## src/rtl/calc_pkg.sv

```systemverilog
// Shared types and constants for the calculator key sequencer.
// Holds the FSM state enum, the latched operation/operand payload struct,
// and helpers for key priority and operation pattern encoding.
package calc_pkg;

    localparam int unsigned OPND_W = 4;
    localparam int unsigned KEY_W  = 3;

    // No operation selected: all active-low key bits released.
    localparam logic [KEY_W-1:0] OP_NONE = 3'b111;

    typedef enum logic [1:0] {
        IDLE,
        PRESS_DB,
        HELD,
        REL_DB
    } state_t;

    // Payload handed to the calculator: key pattern plus both operands.
    typedef struct packed {
        logic [KEY_W-1:0]  op;
        logic [OPND_W-1:0] a;
        logic [OPND_W-1:0] b;
    } calc_word_t;

    // Lowest pressed index wins: KEY[0] over KEY[1] over KEY[2].
    function automatic logic [1:0] first_pressed(input logic [KEY_W-1:0] p);
        if (p[0]) begin
            return 2'd0;
        end else if (p[1]) begin
            return 2'd1;
        end else begin
            return 2'd2;
        end
    endfunction

    // Active-low pattern with only bit idx low.
    function automatic logic [KEY_W-1:0] op_pattern(input logic [1:0] idx);
        return ~(KEY_W'(1) << idx);
    endfunction

endpackage

```

## src/rtl/calc_sync2.sv

```systemverilog
// Two-flop synchroniser with configurable width and reset value.
// Ports: clk, rst_n (async active-low), d (async input), q (synchronised output).
module calc_sync2 #(
    parameter int unsigned     W       = 1,
    parameter logic [W-1:0]    RST_VAL = '0
) (
    input  logic         clk,
    input  logic         rst_n,
    input  logic [W-1:0] d,
    output logic [W-1:0] q
);

    logic [W-1:0] meta;

    always_ff @(posedge clk or negedge rst_n) begin
        if (!rst_n) begin
            meta <= RST_VAL;
            q    <= RST_VAL;
        end else begin
            meta <= d;
            q    <= meta;
        end
    end

endmodule

```

## src/rtl/calc_key_sequencer.sv

```systemverilog
// Input stage for the 4-bit calculator: synchronises and debounces the three
// active-low push-buttons, latches OP/A/B on each accepted press and pulses
// VALID one cycle after the latch.
// Ports:
//   CLOCK_50  system clock
//   RESET_N   asynchronous active-low reset
//   KEY[2:0]  raw active-low buttons
//   SW[7:0]   raw switches, SW[7:4]=A, SW[3:0]=B
//   OP[2:0]   latched active-low key pattern
//   A, B      latched operands
//   VALID     one-cycle strobe after an OP/A/B update
//   BUSY      high while a press is debounced or held
// Optional: define CALC_AUTO_REPEAT_EN to resample A/B every REPEAT_CYCLES
// while the key stays held.
module calc_key_sequencer
    import calc_pkg::*;
#(
    parameter int unsigned      CNT_W           = 16,
    parameter logic [CNT_W-1:0] DEBOUNCE_CYCLES = CNT_W'(50000),
    parameter logic [CNT_W-1:0] REPEAT_CYCLES   = CNT_W'(25000)
) (
    input  logic              CLOCK_50,
    input  logic              RESET_N,
    input  logic [KEY_W-1:0]  KEY,
    input  logic [7:0]        SW,
    output logic [KEY_W-1:0]  OP,
    output logic [OPND_W-1:0] A,
    output logic [OPND_W-1:0] B,
    output logic              VALID,
    output logic              BUSY
);

    localparam logic [CNT_W-1:0] DB_LAST = DEBOUNCE_CYCLES - CNT_W'(1);

    logic [KEY_W-1:0] k_s;
    logic [7:0]       sw_s;
    logic [KEY_W-1:0] p;
    logic             c_pressed;

    state_t           state_q, state_d;
    logic [CNT_W-1:0] cnt_q, cnt_d;
    logic [1:0]       key_idx_q, key_idx_d;
    calc_word_t       word_q, word_d;
    logic             fresh_q, fresh_d;

    // Input synchronisers: keys reset to released, switches to zero.
    calc_sync2 #(.W(KEY_W), .RST_VAL({KEY_W{1'b1}})) u_sync_key (
        .clk   (CLOCK_50),
        .rst_n (RESET_N),
        .d     (KEY),
        .q     (k_s)
    );

    calc_sync2 #(.W(8), .RST_VAL(8'h00)) u_sync_sw (
        .clk   (CLOCK_50),
        .rst_n (RESET_N),
        .d     (SW),
        .q     (sw_s)
    );

    assign p         = ~k_s;
    assign c_pressed = p[key_idx_q];

`ifdef CALC_AUTO_REPEAT_EN
    localparam logic [CNT_W-1:0] RP_LAST = REPEAT_CYCLES - CNT_W'(1);
    logic [CNT_W-1:0] rpt_q, rpt_d;

    always_ff @(posedge CLOCK_50 or negedge RESET_N) begin
        if (!RESET_N) begin
            rpt_q <= '0;
        end else begin
            rpt_q <= rpt_d;
        end
    end
`else
    logic unused_repeat;
    assign unused_repeat = ^REPEAT_CYCLES;
`endif

    // Next-state and payload logic.
    always_comb begin
        state_d   = state_q;
        cnt_d     = cnt_q;
        key_idx_d = key_idx_q;
        word_d    = word_q;
        fresh_d   = 1'b0;
`ifdef CALC_AUTO_REPEAT_EN
        rpt_d     = rpt_q;
`endif
        case (state_q)
            IDLE: begin
                if (p != '0) begin
                    key_idx_d = first_pressed(p);
                    cnt_d     = '0;
                    state_d   = PRESS_DB;
                end
            end
            PRESS_DB: begin
                if (!c_pressed) begin
                    state_d = IDLE;
                end else if (cnt_q == DB_LAST) begin
                    word_d.op = op_pattern(key_idx_q);
                    word_d.a  = sw_s[7:4];
                    word_d.b  = sw_s[3:0];
                    fresh_d   = 1'b1;
                    state_d   = HELD;
`ifdef CALC_AUTO_REPEAT_EN
                    rpt_d     = '0;
`endif
                end else begin
                    cnt_d = cnt_q + CNT_W'(1);
                end
            end
            HELD: begin
                if (!c_pressed) begin
                    cnt_d   = '0;
                    state_d = REL_DB;
                end else begin
`ifdef CALC_AUTO_REPEAT_EN
                    // Resample operands periodically; OP stays as captured.
                    if (rpt_q == RP_LAST) begin
                        rpt_d    = '0;
                        word_d.a = sw_s[7:4];
                        word_d.b = sw_s[3:0];
                        fresh_d  = 1'b1;
                    end else begin
                        rpt_d = rpt_q + CNT_W'(1);
                    end
`endif
                end
            end
            REL_DB: begin
                if (c_pressed) begin
                    // Release bounce: resume hold without a new capture.
                    state_d = HELD;
`ifdef CALC_AUTO_REPEAT_EN
                    rpt_d   = '0;
`endif
                end else if (cnt_q == DB_LAST) begin
                    state_d = IDLE;
                end else begin
                    cnt_d = cnt_q + CNT_W'(1);
                end
            end
            default: begin
                state_d = IDLE;
            end
        endcase
    end

    // State and registered outputs.
    always_ff @(posedge CLOCK_50 or negedge RESET_N) begin
        if (!RESET_N) begin
            state_q   <= IDLE;
            cnt_q     <= '0;
            key_idx_q <= '0;
            word_q    <= '{op: OP_NONE, a: '0, b: '0};
            fresh_q   <= 1'b0;
            VALID     <= 1'b0;
            BUSY      <= 1'b0;
        end else begin
            state_q   <= state_d;
            cnt_q     <= cnt_d;
            key_idx_q <= key_idx_d;
            word_q    <= word_d;
            fresh_q   <= fresh_d;
            VALID     <= fresh_q;
            BUSY      <= (state_d != IDLE);
        end
    end

    assign OP = word_q.op;
    assign A  = word_q.a;
    assign B  = word_q.b;

endmodule

```

## config.mk

```make
export PLATFORM = sky130hd
export DESIGN_NAME = calc_key_sequencer
export DESIGN_NICKNAME = d
export VERILOG_FILES = /design/src/rtl/calc_pkg.sv /design/src/rtl/calc_sync2.sv /design/src/rtl/calc_key_sequencer.sv
export SDC_FILE = /design/constraint.sdc
export NUM_CORES = 1
export LEC_CHECK = 0
export ABC_AREA = 1
export CELL_PAD_IN_SITES_DETAIL_PLACEMENT = 1
export CELL_PAD_IN_SITES_GLOBAL_PLACEMENT = 1
export CORE_ASPECT_RATIO = 0.7
export CORE_MARGIN = 2
export CORE_UTILIZATION = 42
export DETAILED_ROUTE_END_ITERATION = 8
export GPL_TIMING_DRIVEN = 0
export PLACE_DENSITY_LB_ADDON = 0.3
export SKIP_CTS_REPAIR_TIMING = 1
export SLEW_MARGIN = 20
export SYNTH_ARGS = -nofsm -noshare
export SYNTH_HDL_FRONTEND = slang
export SYNTH_SLANG_ARGS = --single-unit
```

## constraint.sdc

```tcl
create_clock -name CLOCK_50 -period 1.7 [get_ports CLOCK_50]
set_input_delay 0.51 -clock CLOCK_50 [delete_from_list [all_inputs] [get_ports CLOCK_50]]
set_output_delay 0.51 -clock CLOCK_50 [all_outputs]
set_load 0.03 [all_outputs]
```

==> Word level (Yosys, flattened, before mapping) <==
Cells that the tools add are included.
{ "classes": {"n_reduce_logical": 6, "addsub": 1, "n_lt_le_gt_ge": 1, "shift": 1, "n_bitwise": 2, "eq_ne": 8, "n_mux": 20} }
{ "ops": {"columns": ["op", "count"], "rows": [
  ["2-to-1 mux 16 bit", 5],
  ["one-hot mux 16 bit (4 select lines)", 1],
  ["adder 16 x 1 -> 16 bit (second input constant)", 1],
  ["== test 16 bit (second input constant)", 1],
  ["2-to-1 mux 2 bit", 8],
  ["!= test 2 bit (second input constant)", 4],
  ["one-hot mux 2 bit (4 select lines)", 1],
  ["inverter 3 bit", 2],
  ["== test 2 bit (second input constant)", 2],
  ["2-to-1 mux 1 bit", 4],
  ["AND reduction 4 bit", 1],
  ["< comparator 2 x 3 -> 1 bit (second input constant)", 1],
  ["AND reduction 3 bit", 1],
  ["nonzero test 3 bit", 1],
  ["<< shifter 1 x 2 -> 3 bit (first input constant)", 1],
  ["binary-select mux 1 bit (select 2 bit)", 1],
  ["== test 2 x 1 -> 1 bit (second input constant)", 1],
  ["logical NOT 2 bit", 1],
  ["AND reduction 2 bit", 1],
  ["nonzero test 2 bit", 1]
]} }
{ "word_totals": {"elab_cells": 52, "input_bits": 13, "output_inout_bits": 13, "reg_bits": 56} }

==> Longest topological paths before layout <==
Gate-level depths: netlist (run 1).
{ "logic_depth": {"word_depth": 6, "depth_mapped": 11, "mapped_depth_nobuf": 10} }

==> By module <==
From an unflattened synthesis (run 1), not the netlist that was laid out.
{ "hier_totals": {"cells_unflattened": 296, "hier_area_um2": 2613.8} }
{ "by_module_without_submodules": {"columns": ["mod", "seq_area_each_um2", "cells_per_inst", "instances", "area_per_inst_um2"], "rows": [
  ["calc_key_sequencer", 854.6, 274, 1, 2055.7],
  ["calc_sync2 (u_sync_sw)", 400.4, 16, 1, 400.4],
  ["calc_sync2 (u_sync_key)", 157.7, 6, 1, 157.7]
]} }

==> Worst setup path before layout (run 1) <==
Ideal clock, no wire load.
{ "synth_path": {"path_type": "register to register", "from": "register cnt_q[0]", "to": "register cnt_q[12]", "t_arrival_ns": 1.390, "required_ns": 1.584, "slack_ns": 0.194, "path_stages_with_launch": 10, "n_path_buf": 1, "period_less_slack_ns": 1.506, "setup_time_ns": 0.116, "path_cell_list": "dfrtp_1 ha_1 nand3_2 nor2_1 nand3_2 nand2_2 nor2_4 buf_6 nand2_1 nand2_1"} }
{ "synth_via": {"elab_chain_cells": 4, "word_cells_on_any_way": 6, "cone_classes": "add/sub (1); eq/ne (1); mux (4)"} }
{ "synth_lines": {"columns": ["item", "line_no", "source"], "rows": [
  ["start: declaration", "calc_key_sequencer.sv:41", "logic [CNT_W-1:0] cnt_q, cnt_d;"],
  ["start signal: assignment", "calc_key_sequencer.sv:163", "cnt_q <= cnt_d;"],
  ["adder 16 x 1 -> 16 bit or == test 16 bit (tied branches)", null, null],
  ["2-to-1 mux 16 bit (*)", "calc_key_sequencer.sv:101, calc_key_sequencer.sv:139", null],
  ["2-to-1 mux 16 bit (on tied branches)", "calc_key_sequencer.sv:133, calc_key_sequencer.sv:99", null],
  ["one-hot mux 16 bit (4 select lines) (*)", "calc_key_sequencer.sv:90", "case (state_q)"]
]} }
Every way passes the cells marked *; elsewhere a longest branch is shown, timed or not. The select of a mux whose other input is x is not followed.
A chain may end at the register's enable or synchronous reset.

==> Final worst setup path (run 1) <==
{ "layout_path": {"from": "register cnt_q[10]", "to": "register word_q, in the netlist A[2]"} }
{ "layout_via": {"elab_chain_cells": 2} }
{ "layout_lines": {"columns": ["item", "line_no", "source"], "rows": [
  ["== test 16 bit", "calc_key_sequencer.sv:101", "end else if (cnt_q == DB_LAST) begin"],
  ["AND reduction 3 bit (no source line)", null, null],
  ["end signal: assignment", "calc_key_sequencer.sv:157", "word_q <= '{op: OP_NONE, a: '0, b: '0};"],
  ["end signal: assignment", "calc_key_sequencer.sv:165", "word_q <= word_d;"],
  ["end: declaration", "calc_key_sequencer.sv:43", "calc_word_t word_q, word_d;"]
]} }
Every way passes these cells.

==> metrics.yaml, run 1 <==
route:
  route.detailed.drc: 0
  num_vias: 2072
  wirelength_mm: 6.59
  drtAntennaViolNets: 0
  first_iter_violations: 88
  first_pass_iters: 4
  avgViaCountPerCell: 5.04
  drt-wirelength-per-cell_um: 16.0
critical_path:
  crit_type: "flop to flop"
  crit_family: "simple AND/OR/NAND/NOR gates"
  crit_fanout: 10
  r2r_setup_slack_ns: 0.04
  critical_path_buf_inv_count: 2
  reg2regPathDepth: 8
  cpMostUsedCell: "nand2_1"
  end_kind: "flop"
  slowest_delay_ns: 0.37
  regToRegStartpoint: "cnt_q[10]"
  crit-reg2reg-capture: "A[2]"
  crit_required_ns: 1.90
  arrival_ns: 1.86
  cpMaxStageDelayCell: "dfrtp_1"
  cp-start-kind: "flop"
  crit_chain: "clkbuf_2, nor3_1, nand2_1, nor2_1, nand3_2, buf_6, nand2_1, o21ai_1"
placed_design:
  place.gp.congestion: 0.897
  numPortBuffers: 25
  placed_area_um2: 2880
  dp.cells: 392
  hpwl_mm: 4.46
  dpl_worst_slack_ns: -0.130
layout:
  fillCellCount: 667
  multiInputGateArea_um2: 1010
  final_cells: 411
  syn_to_final_growth_pct: 26.6
  ff_latch_area_um2: 1420
  nets: 349
  layout-drive-gt1-share_pct: 19.9
  diodes: 0
  fin_area_um2: 3210
  fin_util_pct: 55.5
global_routing:
  grt_max_degree: 57
  grt-ovfl-total: 0
  globalRouteMet2Util_pct: 31.9
  grt_pass1_wl_mm: 10.5
  antenna_found_initial: 0
  met1_usage_pct: 27.7
  grt_usage_pct: 19.7
  busiest_layer: "met2"
  grt_use_met3_pct: 3.75
  first_global_vias: 2097
synthesis:
  synth.most_common_cell: "nand2_1"
  synthTopCellsByArea: "dfrtp_1, nand2_1, dfstp_2"
  yosysWarnings: 0
  synth_edf_count: 0
  synth_area_leader_cell: "dfrtp_1"
  synthAdderAreaFrac_pct: 0.494
  muxShareOfSynthArea_pct: 0
  syn_area_um2: 2530
  synth-seq-cells: 56
  synth_compound_area_share_pct: 4.49
  yosysUniqueCellTypes: 30
  synth_top_area_share_pct: 46.4
  synth_xor_area_share_pct: 1.73
  synth-simple-area-share_pct: 31.2
  syn_avg_cell_area_um2: 8.68
  synthTopCellsByCount: "nand2_1, dfrtp_1, nor2_1"
  synth_flop_cell: "dfrtp_1"
  syn-instance-count: 292
  synth_top_family_by_area: "simple AND/OR/NAND/NOR gates"
  syn_nets: 306
  ys_seq_area_share_pct: 55.7
  ys_async_sr_fraction_pct: 100
clock_network:
  cts_buffers: 5
  clkLatencyLatePin_ns: 0.32
  tritoncts: "done"
  htree_levels: 2
  root_buffer: "clkbuf_8"
  path_clk_slew_ns: 0.10
  cts_sinks: 56
  clockBufferDepth: 2
timing:
  period_needed_ns: 1.66
  fin_setup_tns_ns: 0
  finalCritPeriodShare_pct: 97.7
  final.setup_skew_ns: 0.00545
  setup_ws_ns: 0.0386
  drv_slew: 0
  worst_slew_pin_slew_ns: 0.677
  slew_headroom_pct: 54.9
  hold_viol_final: 0
  max_freq_mhz: 602
  fin_hold_ws_ns: 0.230
  setup_viol: 0
die:
  die_x_um: 96.9
  row_count: 23
  die_y_um: 69
  io_pins: 26
  start_util_pct: 43.8
  design.die.area_um2: 6680
  core_um2: 5780
power:
  irDropWorstVdd_mv: 0.594
  power_mw: 3.79
  p_leak_nw: 1.66
  power_density_nw_per_um2: 1180
worst_hold_path:
  worst_hold_path_type: "primary input to async pin"
run:
  maxCapViolCount: 0
status:
  status: "finished, final reports clean"
## power by group
| part | switching [mW] | internal (mW) | leakage [nW] |
|---|---|---|---|
| combinational | 0.699 | 0.478 | 0.904 |
| sequential | 0.126 | 1.45 | 0.695 |
| clock | 0.451 | 0.589 | 0.0654 |
| total | 1.28 | 2.52 | 1.66 |
## how the worst max path moves through the flow
stage                    from   endpoint  slack (ns)  cells after the start
finish              cnt_q[10]       A[2]        0.04                      8
global route        cnt_q[10]       A[2]       -0.07                      8
CTS                     OP[1]      OP[1]       -0.33                      1
detailed placement   cnt_q[0]       A[2]       -0.13                      9
global placement      RESET_N  cnt_q[11]       -1.55                      1
floorplan            cnt_q[0]  cnt_q[12]        0.19                      9
## layout by cell type (no fill, tap or decap), types with 4 or more instances in the layout
cell and count:
dfrtp_2 6, dlymetal6s2s_1 13, buf_4 12, clkdlybuf4s50_1 11, inv_1 20, o21ai_1 11
dfrtp_1 41, xor2_1 4, nor2_1 33, nand4_1 9, dfstp_2 9, nand2_1 101
nand2_2 7, nand3_1 9, clkbuf_8 5
## routing by layer
layer	share of wire (%)	wire length [µm]	vias up
met5	0	0	-
li1	-	-	1002
met4	0.90	59	0
met2	47	3090	33
met3	3.8	252	6
met1	48	3190	1031
## cell type report
cell class | instances | share of cell area, %
buffer | 8 | 2.34
tap | 75 | 2.92
timing repair buffer | 36 | 11.9
clock buffer | 6 | 2.26
inverter | 24 | 2.88
sequential | 56 | 44.2
multi-input combinational | 204 | 31.6
clock inverter | 2 | 1.87
## registers in the layout, summed over array words and instances, names as in the netlist, 3 cells and up
name,cells
cnt_q,16
u_sync_sw.meta,8
u_sync_sw.q,8
A,4
B,4
OP,3
u_sync_key.meta,3
u_sync_key.q,3
## kinds of logic (layout without fill, tap and decap cells)
logic type,after synthesis,after routing
compound gates,21,21
xor+xnor,5,5
fa+ha+maj,1,1
buf+inv,32,76
flops,56,56
simple gates,177,177
## worst reg2reg max path, cell delays in order, from the launching register on
cell and delay (ns):
dfrtp_1 0.37, clkbuf_2 0.19, nor3_1 0.28, nand2_1 0.11
nor2_1 0.14, nand3_2 0.13, buf_6 0.18, nand2_1 0.07
o21ai_1 0.08
Power figures use the tool's default switching activity.
==> run 2: changes to the inputs <==
- CTS_CLUSTER_SIZE: unset -> 10
- GPL_ROUTABILITY_DRIVEN: unset -> 0
==> metrics.yaml, run 2 (synthesis results as in run 1) <==
critical_path:
  crit-reg2reg-capture: "cnt_q[0]"
  crit_chain: "ha_4, nand3_4, nor2_4, nand3_4, nand2_4, nor2_4, clkbuf_16, nand2_2, nand2_1"
  cpMaxStageDelayCell: "dfrtp_2"
  reg2regPathDepth: 9
  cp-start-kind: "flop"
  crit_fanout: 8
  slowest_delay_ns: 0.46
  regToRegStartpoint: "cnt_q[0]"
  arrival_ns: 1.93
  r2r_setup_slack_ns: 0.03
  crit_required_ns: 1.96
  end_kind: "flop"
  crit_type: "flop to flop"
die:
  core_um2: 5780
  row_count: 23
  die_y_um: 69
  design.die.area_um2: 6680
  start_util_pct: 43.8
  die_x_um: 96.9
  io_pins: 26
run:
  maxCapViolCount: 0
layout:
  largest_reg_flops: 16
  top_regs: "cnt_q: 16 flops, u_sync_sw.meta: 8 flops, u_sync_sw.q: 8 flops"
  syn_to_final_growth_pct: 25.5
  final_common_cell: "nand2_1"
  diodes: 0
  fillCellCount: 673
  fin_area_um2: 3180
  most-common-layout-cells: "nand2_1, dfrtp_1, nor2_1"
  regMostFlops: "cnt_q"
  layout-drive-gt1-share_pct: 21.0
  nets: 351
global_routing:
  antenna_found_initial: 0
  grt_max_degree: 57
  grt_usage_pct: 19.5
  grt_pass1_wl_mm: 10.5
  grt-ovfl-total: 0
  first_global_vias: 2151
placed_design:
  numPortBuffers: 25
  dpl_worst_slack_ns: -0.132
  hpwl_mm: 4.52
  placed_area_um2: 2880
timing:
  hold_viol_final: 0
  final.setup_skew_ns: 0.00408
  slew_headroom_pct: 53.7
  worst_slew_pin_slew_ns: 0.695
  setup_viol: 0
  max_freq_mhz: 600
  period_needed_ns: 1.67
  finalCritPeriodShare_pct: 98.1
  rsz0062_at_grt: "true"
  setup_ws_ns: 0.0325
  drv_slew: 0
route:
  met1_length_mm: 3.21
  drt-wirelength-per-cell_um: 15.9
  first_iter_violations: 107
  route.detailed.drc: 0
  avgViaCountPerCell: 4.98
  num_vias: 2055
  wirelength_mm: 6.57
  met3_length_um: 233
  routed.top_layer: "met4"
  dr_wl_met2_mm: 3.05
  first_pass_iters: 4
  drtAntennaViolNets: 0
worst_hold_path:
  worst_hold_path_type: "primary input to async pin"
clock_network:
  tritoncts: "done"
  htree_levels: 2
  root_buffer: "clkbuf_8"
  cts_sinks: 56
  path_clk_slew_ns: 0.10
  clockBufferDepth: 2
  clkLatencyLatePin_ns: 0.32
  cts_buffers: 5
power:
  power_density_nw_per_um2: 1110
  p_leak_nw: 1.64
  irDropWorstVdd_mv: 0.586
status:
  status: "finished, final reports clean"
==> run 2: metrics by stage <==
stage	TNS, ns	instances	power (mW)	util (%)	hold WS, ns
finish	0	413	3.54	55.0	0.218
CTS	-5.21	400	3.26	51.3	0.254
detailed placement	-1.59	392	2.49	49.7	0.336
floorplan	0	292	2.18	-	0.214
global placement	-83.85	392	2.46	49.8	0.332
global route	-0.0497	413	3.72	55.0	0.276
==> run 2: how the worst max path moves through the flow <==
| stage | startpoint | endpoint | slack [ns] |
|---|---|---|---|
| 2_1_floorplan | cnt_q[0] | cnt_q[12] | 0.19 |
| 3_3_place_gp | RESET_N | cnt_q[10] | -1.59 |
| 3_5_place_dp | cnt_q[0] | A[0] | -0.13 |
| 4_1_cts | OP[1] | OP[1] | -0.36 |
| 5_1_grt | cnt_q[0] | cnt_q[0] | -0.03 |
| 6_report | cnt_q[0] | cnt_q[0] | 0.03 |
==> run 2: routing by layer <==
| metal | vias to the layer above | GRT usage (%) |
|---|---|---|
| met3 | 8 | 5.07 |
| met4 | 0 | 4.07 |
| met1 | 1016 | 27.4 |
| met2 | 28 | 30.9 |
| met5 | - | 0 |
| li1 | 1003 | - |
==> run 2: cell type report <==
type	count	area (µm²)	share of cell area [%]
plain buffers	8	75.1	2.36
clock buffers	5	68.8	2.16
clock inverters	3	22.5	0.708
inverters	24	92.6	2.91
multi-input cells	204	1020	32.2
flip-flops and latches	56	1420	44.6
well taps	75	93.8	2.95
repair buffers	38	385	12.1
==> run 2: power by group <==
part / total, mW / leakage (nW) / internal [mW] / switching, mW
clock network: 0.771 / 0.0485 / 0.297 / 0.474
logic: 1.20 / 0.894 / 0.493 / 0.705
registers: 1.57 / 0.698 / 1.45 / 0.123
==> run 2: worst max-delay path, delay by kind of cell, from the launching register on <==
family | cells | cell delay, ns
adders and majority gates | 1 | 0.18
buffers and inverters | 1 | 0.22
and+or+nand+nor | 7 | 0.73
DFF | 1 | 0.46
